==> src/rtl/mem_arb_pkg.sv <==
// Shared types and constants for the unified-memory port arbiter.
//   arb_state_t : arbiter FSM states
//   grant_t     : which requester owns the current access
//   CNT_W       : width of the wait-state counter (covers MEM_LAT up to 15)
package mem_arb_pkg;

  localparam int CNT_W = 4;

  typedef enum logic [1:0] {
    IDLE   = 2'd0,
    ACCESS = 2'd1,
    RESP   = 2'd2
  } arb_state_t;

  typedef enum logic {
    GNT_IF = 1'b0,
    GNT_D  = 1'b1
  } grant_t;

  // The port that is not g; used for alternating priority.
  function automatic grant_t other_port(input grant_t g);
    return (g == GNT_IF) ? GNT_D : GNT_IF;
  endfunction

endpackage

==> src/rtl/mem_wait_counter.sv <==
// Wait-state down-counter for one memory access.
//   clk, reset  : clock, synchronous active-high reset
//   load        : load load_value (takes priority over dec)
//   load_value  : cycles remaining minus one at the start of an access
//   dec         : decrement by one
//   value       : current count
//   zero        : value == 0, i.e. this is the last access cycle
module mem_wait_counter
  import mem_arb_pkg::*;
(
  input  logic             clk,
  input  logic             reset,
  input  logic             load,
  input  logic [CNT_W-1:0] load_value,
  input  logic             dec,
  output logic [CNT_W-1:0] value,
  output logic             zero
);

  // NOTE: sequential state is always assigned with <= so every flop samples
  // the pre-edge values of its neighbours, independent of statement order.
  always_ff @(posedge clk) begin
    if (reset) begin
      value <= '0;
    end else if (load) begin
      value <= load_value;
    end else if (dec) begin
      value <= value - CNT_W'(1);
    end
  end

  assign zero = (value == '0);

endmodule

==> src/rtl/mem_port_arbiter.sv <==
// Arbiter sharing one single-ported memory between instruction fetch (IF)
// and data access (D). Each access holds mem_en for MEM_LAT cycles, then the
// granted port sees a one-cycle ready pulse. Contention alternates priority.
//   clk, reset                  : clock, synchronous active-high reset
//   if_req/if_addr              : fetch request, held until if_ready
//   if_rdata/if_ready           : fetched word, valid with the ready pulse
//   d_req/d_we/d_addr/d_wdata   : load/store request, held until d_ready
//   d_rdata/d_ready             : load data, valid with the ready pulse
//   mem_en/mem_we/mem_addr/
//   mem_wdata/mem_rdata         : memory side; rdata valid in last cycle
//   if_stall/d_stall            : req & ~ready, for pipeline hold logic
module mem_port_arbiter
  import mem_arb_pkg::*;
#(
  parameter int ADDR_W  = 32,
  parameter int DATA_W  = 32,
  parameter int MEM_LAT = 2
) (
  input  logic              clk,
  input  logic              reset,
  input  logic              if_req,
  input  logic [ADDR_W-1:0] if_addr,
  output logic [DATA_W-1:0] if_rdata,
  output logic              if_ready,
  input  logic              d_req,
  input  logic              d_we,
  input  logic [ADDR_W-1:0] d_addr,
  input  logic [DATA_W-1:0] d_wdata,
  output logic [DATA_W-1:0] d_rdata,
  output logic              d_ready,
  output logic              mem_en,
  output logic              mem_we,
  output logic [ADDR_W-1:0] mem_addr,
  output logic [DATA_W-1:0] mem_wdata,
  input  logic [DATA_W-1:0] mem_rdata,
  output logic              if_stall,
  output logic              d_stall
);

  localparam logic [CNT_W-1:0] LOAD_VAL = CNT_W'(MEM_LAT - 1);

  arb_state_t       state, state_next;
  grant_t           last_grant;   // port of the current/most recent access
  grant_t           pick;
  logic             grant_go;
  logic             if_elig, d_elig;
  logic             we_q;
  logic [CNT_W-1:0] cnt;
  logic             cnt_zero;

  mem_wait_counter u_wait (
    .clk        (clk),
    .reset      (reset),
    .load       (grant_go),
    .load_value (LOAD_VAL),
    .dec        ((state == ACCESS) && (cnt != '0)),
    .value      (cnt),
    .zero       (cnt_zero)
  );

  // NOTE: every signal written here gets a default first, so no path through
  // the block leaves a value unassigned and no latch is inferred.
  always_comb begin
    state_next = state;
    grant_go   = 1'b0;
    pick       = other_port(last_grant);

    // In RESP the port just served may still hold req high; exclude it.
    if_elig = if_req && !((state == RESP) && (last_grant == GNT_IF));
    d_elig  = d_req  && !((state == RESP) && (last_grant == GNT_D));

    if (if_elig && d_elig) begin
      pick = other_port(last_grant);
    end else if (d_elig) begin
      pick = GNT_D;
    end else begin
      pick = GNT_IF;
    end

    case (state)
      IDLE, RESP: begin
        if (if_elig || d_elig) begin
          grant_go   = 1'b1;
          state_next = ACCESS;
        end else begin
          state_next = IDLE;
        end
      end
      ACCESS: begin
        if (cnt_zero) begin
          state_next = RESP;
        end
      end
      default: state_next = IDLE;
    endcase
  end

  always_ff @(posedge clk) begin
    if (reset) begin
      state      <= IDLE;
      last_grant <= GNT_IF;
      we_q       <= 1'b0;
      mem_addr   <= '0;
      mem_wdata  <= '0;
      if_rdata   <= '0;
      d_rdata    <= '0;
    end else begin
      state <= state_next;

      if (grant_go) begin
        last_grant <= pick;
        if (pick == GNT_D) begin
          mem_addr  <= d_addr;
          mem_wdata <= d_wdata;
          we_q      <= d_we;
        end else begin
          mem_addr <= if_addr;
          we_q     <= 1'b0;
        end
      end

      // Read data is only valid in the last access cycle; stores leave the
      // port's rdata register untouched.
      if ((state == ACCESS) && cnt_zero && !we_q) begin
        if (last_grant == GNT_D) begin
          d_rdata <= mem_rdata;
        end else begin
          if_rdata <= mem_rdata;
        end
      end
    end
  end

  assign mem_en   = (state == ACCESS);
  assign mem_we   = mem_en && we_q;
  assign if_ready = (state == RESP) && (last_grant == GNT_IF);
  assign d_ready  = (state == RESP) && (last_grant == GNT_D);
  assign if_stall = if_req && !if_ready;
  assign d_stall  = d_req && !d_ready;

endmodule
==> config.mk <==
export PLATFORM = sky130hd
export DESIGN_NAME = mem_port_arbiter
export DESIGN_NICKNAME = d
export VERILOG_FILES = /design/src/rtl/mem_arb_pkg.sv /design/src/rtl/mem_wait_counter.sv /design/src/rtl/mem_port_arbiter.sv
export SDC_FILE = /design/constraint.sdc
export NUM_CORES = 1
export LEC_CHECK = 0
export CAP_MARGIN = 20
export CELL_PAD_IN_SITES_DETAIL_PLACEMENT = 1
export CELL_PAD_IN_SITES_GLOBAL_PLACEMENT = 2
export CORE_UTILIZATION = 25
export DETAILED_ROUTE_END_ITERATION = 8
export DONT_BUFFER_PORTS = 1
export HOLD_SLACK_MARGIN = 0.02
export MAX_ROUTING_LAYER = met4
export PLACE_DENSITY = 0.65
export SLEW_MARGIN = 5
export SYNTH_ARGS = -nofsm -noshare
export SYNTH_HDL_FRONTEND = slang
export SYNTH_HIERARCHICAL = 1
export SYNTH_SLANG_ARGS = --single-unit
==> constraint.sdc <==
create_clock -name clk -period 2.1 [get_ports clk]
set_input_delay 0.21 -clock clk [delete_from_list [all_inputs] [get_ports clk]]
set_output_delay 0.21 -clock clk [all_outputs]
set_load 0.1 [all_outputs]
==> results of run 1 <==
cell families (layout without fill, tap and decap cells):
group                      Yosys count  after routing
AOI/OAI and AO/OA                  142            142
xor gates and xnor gates             3              3
adders and majority gates            1              1
buffers and inverters               56            247
DFF                                136            136
muxes                                2              2
other                                2              4
and+or+nand+nor                    316            316
where the power goes:
part           leakage, nW  switching, mW  internal [mW]
registers             1.11         0.0991           2.78
logic                 1.82           1.97          0.616
clock network        0.276           1.15           1.81
metal layers:
layer | track usage | routed length, um
met1 | 0.1875 | 7443
met2 | 0.2818 | 9048
met3 | 0.04503 | 1102
met4 | 0.05573 | 297
met5 | - | 0
worst paths after layout:
kind	depth (start not counted)	startpoint	endpoint	slack, ps
min reg2reg	2	d_rdata[24]$_SDFFE_PP0P_	d_rdata[24]$_SDFFE_PP0P_	460
min	1	reset	mem_addr[23]$_SDFFE_PP0P_	-130
max	6	last_grant$_SDFFE_PP0P_	state[0]$_SDFFE_PP0P_	110
max reg2reg	6	last_grant$_SDFFE_PP0P_	state[0]$_SDFFE_PP0P_	110
state kept, by name, indices dropped and copies added (netlist names):
signal / flops
mem_wdata: 32
last_grant: 1
state: 2
d_rdata: 32
we_q: 1
if_rdata: 32
u_wait/value: 4
mem_addr: 32
layout make-up:
cell class | count | area (sq um) | area share
clock buffers | 21 | 460.4 | 0.05918
inverters | 6 | 22.52 | 0.002895
well taps | 270 | 337.8 | 0.04342
repair buffers | 210 | 1827 | 0.2348
multi-input cells | 468 | 2290 | 0.2943
flip-flops and latches | 136 | 2724 | 0.3501
clock inverters | 10 | 118.9 | 0.01528
critical path, delay by kind of cell, from the launching register on:
family                 cells  cell delay [ps]
flip-flops                 1              430
AO/OA/AOI/OAI              2              380
AND/OR/NAND/NOR            1              110
multiplexers               1              140
buffers and inverters      2              870
placed cells by master (no fill, tap or decap), types with 3 or more instances in the layout:
cell,Yosys,routed
a311oi_1,21,21
buf_4,2,138
inv_1,6,6
dfxtp_1,136,135
a21oi_1,101,101
buf_12,0,6
a311oi_2,11,11
nor2_1,39,37
clkinvlp_4,0,3
nor2b_1,6,3
conb_1,2,4
dlygate4sd3_1,0,64
clkbuf_16,0,17
nand2_1,259,259
repair_timing:
| item | CTS | global route |
|---|---|---|
| gates resized for setup | 0 | 6 |
| hold buffers | 24 | 40 |
| endpoints found under the setup margin | 0 | 46 |
| hold endpoints to repair | 136 | 112 |
| buffers inserted | 0 | 2 |
metrics by stage:
stage	utilization	worst slack (ps)	area [sq um]
2_1_floorplan	-	-27.80	5259
3_3_place_gp	0.3206	183.3	6529
3_5_place_dp	0.3206	125.5	6529
4_1_cts	0.3608	14.47	7348
5_1_grt	0.3820	-30.26	7780
6_report	0.3820	106.4	7780
==> summary.md, run 1 <==
| Metric | Value |
|---|---|
| Outcome | `finished, violations left` |
| Failing checks | `hold timing` |
| Gr usage total | `0.1659` |
| Synth Area in Simple Gates | `0.2393` |
| Ys async rst share | `0` |
| Power Density | `1084 nW/um^2` |
| Pre-Repair DR Iteration Count | `4` |
| Post-synth top cells | `259 x nand2_1, 136 x dfxtp_1, 101 x a21oi_1` |
| CP peak stage delay | `between 500 and 600 ps` |
| Critical path class | `reg -> reg` |
| N_diodes | `0` |
| Num rows | `between 50 and 60` |
| Global route overflow | `0` |
| H-tree Lvls | `4` |
| Critical path launch point type | `register` |
| Final setup viols | `0` |
| Mux cell area share after synthesis | `0.003825` |
| CTS tree | `yes` |
| Top cells by area, synth | `dfxtp_1 52%, nand2_1 19%, a21oi_1 9.7%, a311oi_1 3.5%, a311oi_2 3.2%` |
| Initial antenna violation count | `0` |
| Part of the cycle the worst path needs | `0.9493` |
| Setup crit end kind | `register` |
| Min Tclk post-route | `1994 ps` |
| Worst hold slack | `-130.3 ps` |
| Post-synthesis compound-gate area fraction | `0.1788` |
| Die H | `around 150 um` |
| Clock sink count | `136` |
| Post-DP HPWL | `11.96 mm` |
| Critical path's slowest cell | `dlygate4sd3_1` |
| Area of the core | `20360 sq um` |
| Main combinational cell family by area after synthesis | `simple AND/OR/NAND/NOR gates` |
| DR DRC count | `0` |
| Layout Nets | `973` |
| Via/cell ratio | `4.618` |
| Syn. warnings | `6` |
| Cell taking the most area after synthesis | `dfxtp_1` |
| Finished Layout Cells | `1121` |
| Io pins | `267` |
| Worst-path cell chain | `mux2i_1 > a211oi_4 > buf_12 > a21oi_1 > nor2_1 > dlygate4sd3_1` |
| Placed cell count | `between 1k and 1.5k` |
| Vias in the first global route | `between 5k and 6k` |
| Arrival time worst endpoint | `approximately 2300 ps` |
| Maximum clock path buffer count | `2` |
| Area growth syn-to-layout | `48.65%` |
| Filler cell count | `around 2.4k` |
| GPL Wtd Cong | `0.7641` |
| Vias post-DR | `5177` |
| Total power | `roughly 8.4 mW` |
| Peak supply drop | `~0.54 mV` |
| Max Clock Freq | `between 0.5 and 0.6 GHz` |
| Starting density of the core | `0.2570` |
| Final hold vios | `92` |
| Num CTS Buffers | `17` |
| Netlist cell types | `32` |
| Synth Area in Adders | `0.002391` |
| Max Slew Vio Count | `0` |
| Mean Syn Cell Area | `roughly 8 sq um` |
| Worst Hold Class | `in -> reg` |
| Drt initial violations | `between 100 and 150` |
| Post-Synth XOR/XNOR Area | `0.005020` |
| Prevailing post-synth register cell | `dfxtp_1` |
| Die width | `146.7 um` |
| Post-route ant nets | `0` |
| Area of the die | `21520 sq um` |
| Yosys reg bits | `around 140` |
| Synthesized instance count | `658` |
| Synth top area share | `0.5202` |
| Largest net degree at the start of global routing | `137` |
| Leakage | `3.205 nW` |
| Fraction of the yosys area taken by sequential cells | `0.5202` |
| Critical path peak fanout | `74` |
| Sum of routed wire length over all layers | `between 15 and 20 mm` |
| Worst-path clk slew | `60 ps` |
| Worst-Skew Late Latency | `between 400 and 500 ps` |
| Req. time, crit path | `2450 ps` |
| Top-count cell post-synth | `nand2_1` |
| Synth Cell Area | `between 5000 and 6000 sq um` |
| Post-synth EDFFs | `0` |
| Global-route wire length before repair | `around 27 mm` |
| Wirelength per Cell | `15.96 um` |
| Post-route setup TNS | `0 ps` |
| Clock root cell | `clkbuf_16` |
| # port buffers | `0` |
| Maximum Capacitance Violations | `0` |
| Share of layout cells above drive strength 1 | `0.2315` |
| Skew final | `10.69 ps` |
(Power assumes the default switching activity.)
==> run 2, diff against run 1 <==
--- a/config.mk
+++ b/config.mk
@@ -5,15 +5,17 @@
 export SDC_FILE = /design/constraint.sdc
 export NUM_CORES = 1
 export LEC_CHECK = 0
+export ABC_AREA = 1
 export CAP_MARGIN = 20
 export CELL_PAD_IN_SITES_DETAIL_PLACEMENT = 1
 export CELL_PAD_IN_SITES_GLOBAL_PLACEMENT = 2
 export CORE_UTILIZATION = 25
+export CTS_CLUSTER_DIAMETER = 30
 export DETAILED_ROUTE_END_ITERATION = 8
 export DONT_BUFFER_PORTS = 1
 export HOLD_SLACK_MARGIN = 0.02
 export MAX_ROUTING_LAYER = met4
-export PLACE_DENSITY = 0.65
+export PLACE_DENSITY = 0.67
 export SLEW_MARGIN = 5
 export SYNTH_ARGS = -nofsm -noshare
 export SYNTH_HDL_FRONTEND = slang
==> run 2 against run 1 <==
The run now ends clean. Count of clock-buffer cells in the layout shrank 2. Sequential share of layout area shrank 2.9 points. Via count grew 15%. Global-route usage grew 0.52 points. Cell count grew 19%. Critical endpoint is now if_rdata[24]$_SDFFE_PP0P_.
==> summary.md, run 2 <==
| Metric | Value |
|---|---|
| Synth Area in Simple Gates | `0.3242` |
| Worst Hold Class | `in -> reg` |
| Area of the core | `22640 sq um` |
| Peak supply drop | `roughly 0.44 mV` |
| Maximum clock path buffer count | `2` |
| H-tree Lvls | `4` |
| Min Tclk post-route | `1862 ps` |
| Netlist cell types | `28` |
| Syn. warnings | `6` |
| Most frequent cells in the layout | `177 x nand2_1, 165 x nor2_1, 142 x buf_4, 136 x dfxtp_1, 99 x nand3_1` |
| Synth top area share | `0.4713` |
| Filler cell count | `between 2k and 3k` |
| Pre-Repair DR Iteration Count | `4` |
| Mux cell area share after synthesis | `0` |
| Die width | `154.0 um` |
| Layout Nets | `between 1k and 1.5k` |
| Global route overflow | `0` |
| N_diodes | `0` |
| R2R Setup Slk | `approximately 240 ps` |
| Arrival time worst endpoint | `~2200 ps` |
| Final instance area | `~8500 sq um` |
| Post-DP HPWL | `~13 mm` |
| Outcome | `complete, no violations` |
| GRT met2 Usage | `0.2797` |
| Final setup viols | `0` |
| Largest net degree at the start of global routing | `72` |
| Die H | `154.0 um` |
| Post-Synth XOR/XNOR Area | `0.001516` |
| Prevailing post-synth register cell | `dfxtp_1` |
| Leakage | `slightly below 4 nW` |
| Clock sink count | `roughly 140` |
| Area growth syn-to-layout | `46.68%` |
| Gr usage total | `0.1711` |
| Mean Syn Cell Area | `around 6.9 sq um` |
| Most common cell after layout, fill and taps aside | `nand2_1` |
| # port buffers | `0` |
| CTS tree | `yes` |
| Worst rel slew slack | `0.5535` |
| Top cells by area, synth | `dfxtp_1 47%, nand2_1 12%, nor2_1 11%, nand3_1 8.7%, a21oi_1 5.9%` |
| Hold Path Depth | `4` |
| Yosys reg bits | `~140` |
| Met3 Use GR | `0.04735` |
| Post-synth EDFFs | `0` |
| Global-route wire length before repair | `approximately 31 mm` |
| Req. time, crit path | `between 2000 and 2500 ps` |
| Maximum Capacitance Violations | `0` |
| Part of the cycle the worst path needs | `0.8866` |
| GPL Wtd Cong | `a little over 0.7` |
| Final hold vios | `0` |
| Post-synthesis compound-gate area fraction | `0.09140` |
| Worst-path clk slew | `~60 ps` |
| Share of layout cells above drive strength 1 | `0.1857` |
| Num rows | `between 50 and 60` |
| Post-route ant nets | `0` |
| Top-count cell post-synth | `nand2_1` |
| Starting density of the core | `0.2552` |
| GRT busiest layer | `met2` |
| Synth Cell Area | `roughly 5800 sq um` |
| Num CTS Buffers | `17` |
| DR DRC count | `0` |
| Met1 Usage GRT | `0.2073` |
| Vias in the first global route | `between 6k and 7k` |
| Drt initial violations | `313` |
| Wirelength per Cell | `about 15 um` |
| Total power | `a little under 9 mW` |
| Reg2Reg Depth | `8` |
| Cell taking the most area after synthesis | `dfxtp_1` |
| Skew final | `about 14 ps` |
| Initial antenna violation count | `0` |
| Setup crit end kind | `register` |
| Sum of routed wire length over all layers | `just under 20 mm` |
| Placed Area | `between 7000 and 8000 sq um` |
| Via/cell ratio | `4.469` |
| Synthesized instance count | `843` |
| Post-synth top cells | `177 x nand2_1, 166 x nor2_1, 136 x dfxtp_1` |
| Clock root cell | `clkbuf_16` |
| Area taken by multi-input logic gates | `2451 sq um` |
| Critical path class | `reg -> reg` |
| Worst-Margin Slew | `around 670 ps` |
| Max Slew Vio Count | `0` |
| Worst-Skew Late Latency | `420 ps` |
| Post-route setup TNS | `0 ps` |
| Main combinational cell family by area after synthesis | `simple AND/OR/NAND/NOR gates` |
| Critical path launch point type | `register` |
| Max Clock Freq | `between 0.5 and 0.6 GHz` |
| Ys async rst share | `0` |
| Unrepaired setup endpoints after global routing | `no` |
| Critical path peak fanout | `22` |
| Fraction of the yosys area taken by sequential cells | `0.4713` |
| Register area | `around 2700 sq um` |
| Area of the die | `23720 sq um` |
| Synth Area in Adders | `0.002166` |
| Power Density | `1038 nW/um^2` |
| Io pins | `267` |
| Vias post-DR | `between 5k and 6k` |
-- run 2: cell count changes after synthesis, sizes merged, moves of 6 or more --
cell,change
inv,+80
clkbuf,-11
buf,+17
a21oi,-34
o21ai,+34
nand2,-79
a311oi,-32
nor2b,-6
nor2,+129
nand3,+101
-- run 2: routing by layer --
metal  share of wire  wire, um
met4          0.0088       172
met1            0.46      8882
met2            0.47      9187
met3           0.062      1203
met5               0         0
-- run 2: final timing paths --
kind                                              startpoint                   endpoint
worst min register to register      d_rdata[10]$_SDFFE_PP0P_   d_rdata[10]$_SDFFE_PP0P_
worst max register to register  u_wait/value[0]$_SDFFE_PP0P_  if_rdata[24]$_SDFFE_PP0P_
worst min-delay path                             if_addr[31]  mem_addr[31]$_SDFFE_PP0P_
worst max-delay path            u_wait/value[0]$_SDFFE_PP0P_  if_rdata[24]$_SDFFE_PP0P_
-- run 2: report_power, final --
part | switching, mW | total, mW | internal [mW] | leakage [nW]
clock network | 1.25 | 3.07 | 1.82 | 0.291
logic | 2.21 | 2.85 | 0.641 | 2.51
registers | 0.0838 | 2.87 | 2.79 | 1.11
-- run 2: logic make-up (layout without fill, tap and decap cells) --
logic type | Yosys count | count (layout)
and+or+nand+nor | 455 | 455
buffers and inverters | 143 | 348
DFF | 136 | 136
AOI/OAI and AO/OA | 105 | 105
other | 2 | 4
adders and majority gates | 1 | 1
xor gates and xnor gates | 1 | 1
-- run 2: area by class of cell --
cell class | count | area share
Tap cell | 285 | 0.04209
Timing Repair Buffer | 229 | 0.2379
Sequential cell | 136 | 0.3213
Clock buffer | 19 | 0.05227
Inverter | 87 | 0.03854
Multi-Input combinational cell | 566 | 0.2893
Clock inverter | 13 | 0.01861
-- run 2: worst max-delay path: stages (launching register included) --
cell and delay, ps:
dfxtp_1 330, inv_1 90, ha_1 180, nor3b_1 210, inv_1 130, nor3_4 270
buf_4 290, nand3_1 130, a21oi_1 160
-- run 2: what timing repair did --
action,CTS,global route
resized for setup,0,1
hold buffers,80,0
endpoints found under the setup margin,0,1
endpoints found under the hold margin,118,0
setup buffers,0,0
-- run 2: per-stage QoR --
step | util | std cells | setup WS, ps | hold WS [ps]
finish | 0.3742 | 1335 | 238.2 | 38.92
global route | 0.3742 | 1335 | 54.38 | 35.98
CTS | 0.3741 | 1335 | 186.2 | 21.33
detailed placement | 0.3114 | 1223 | 210.8 | 291.9
global placement | 0.3114 | 1223 | 292.7 | 290.8
floorplan | - | 845 | 141.5 | 279.1
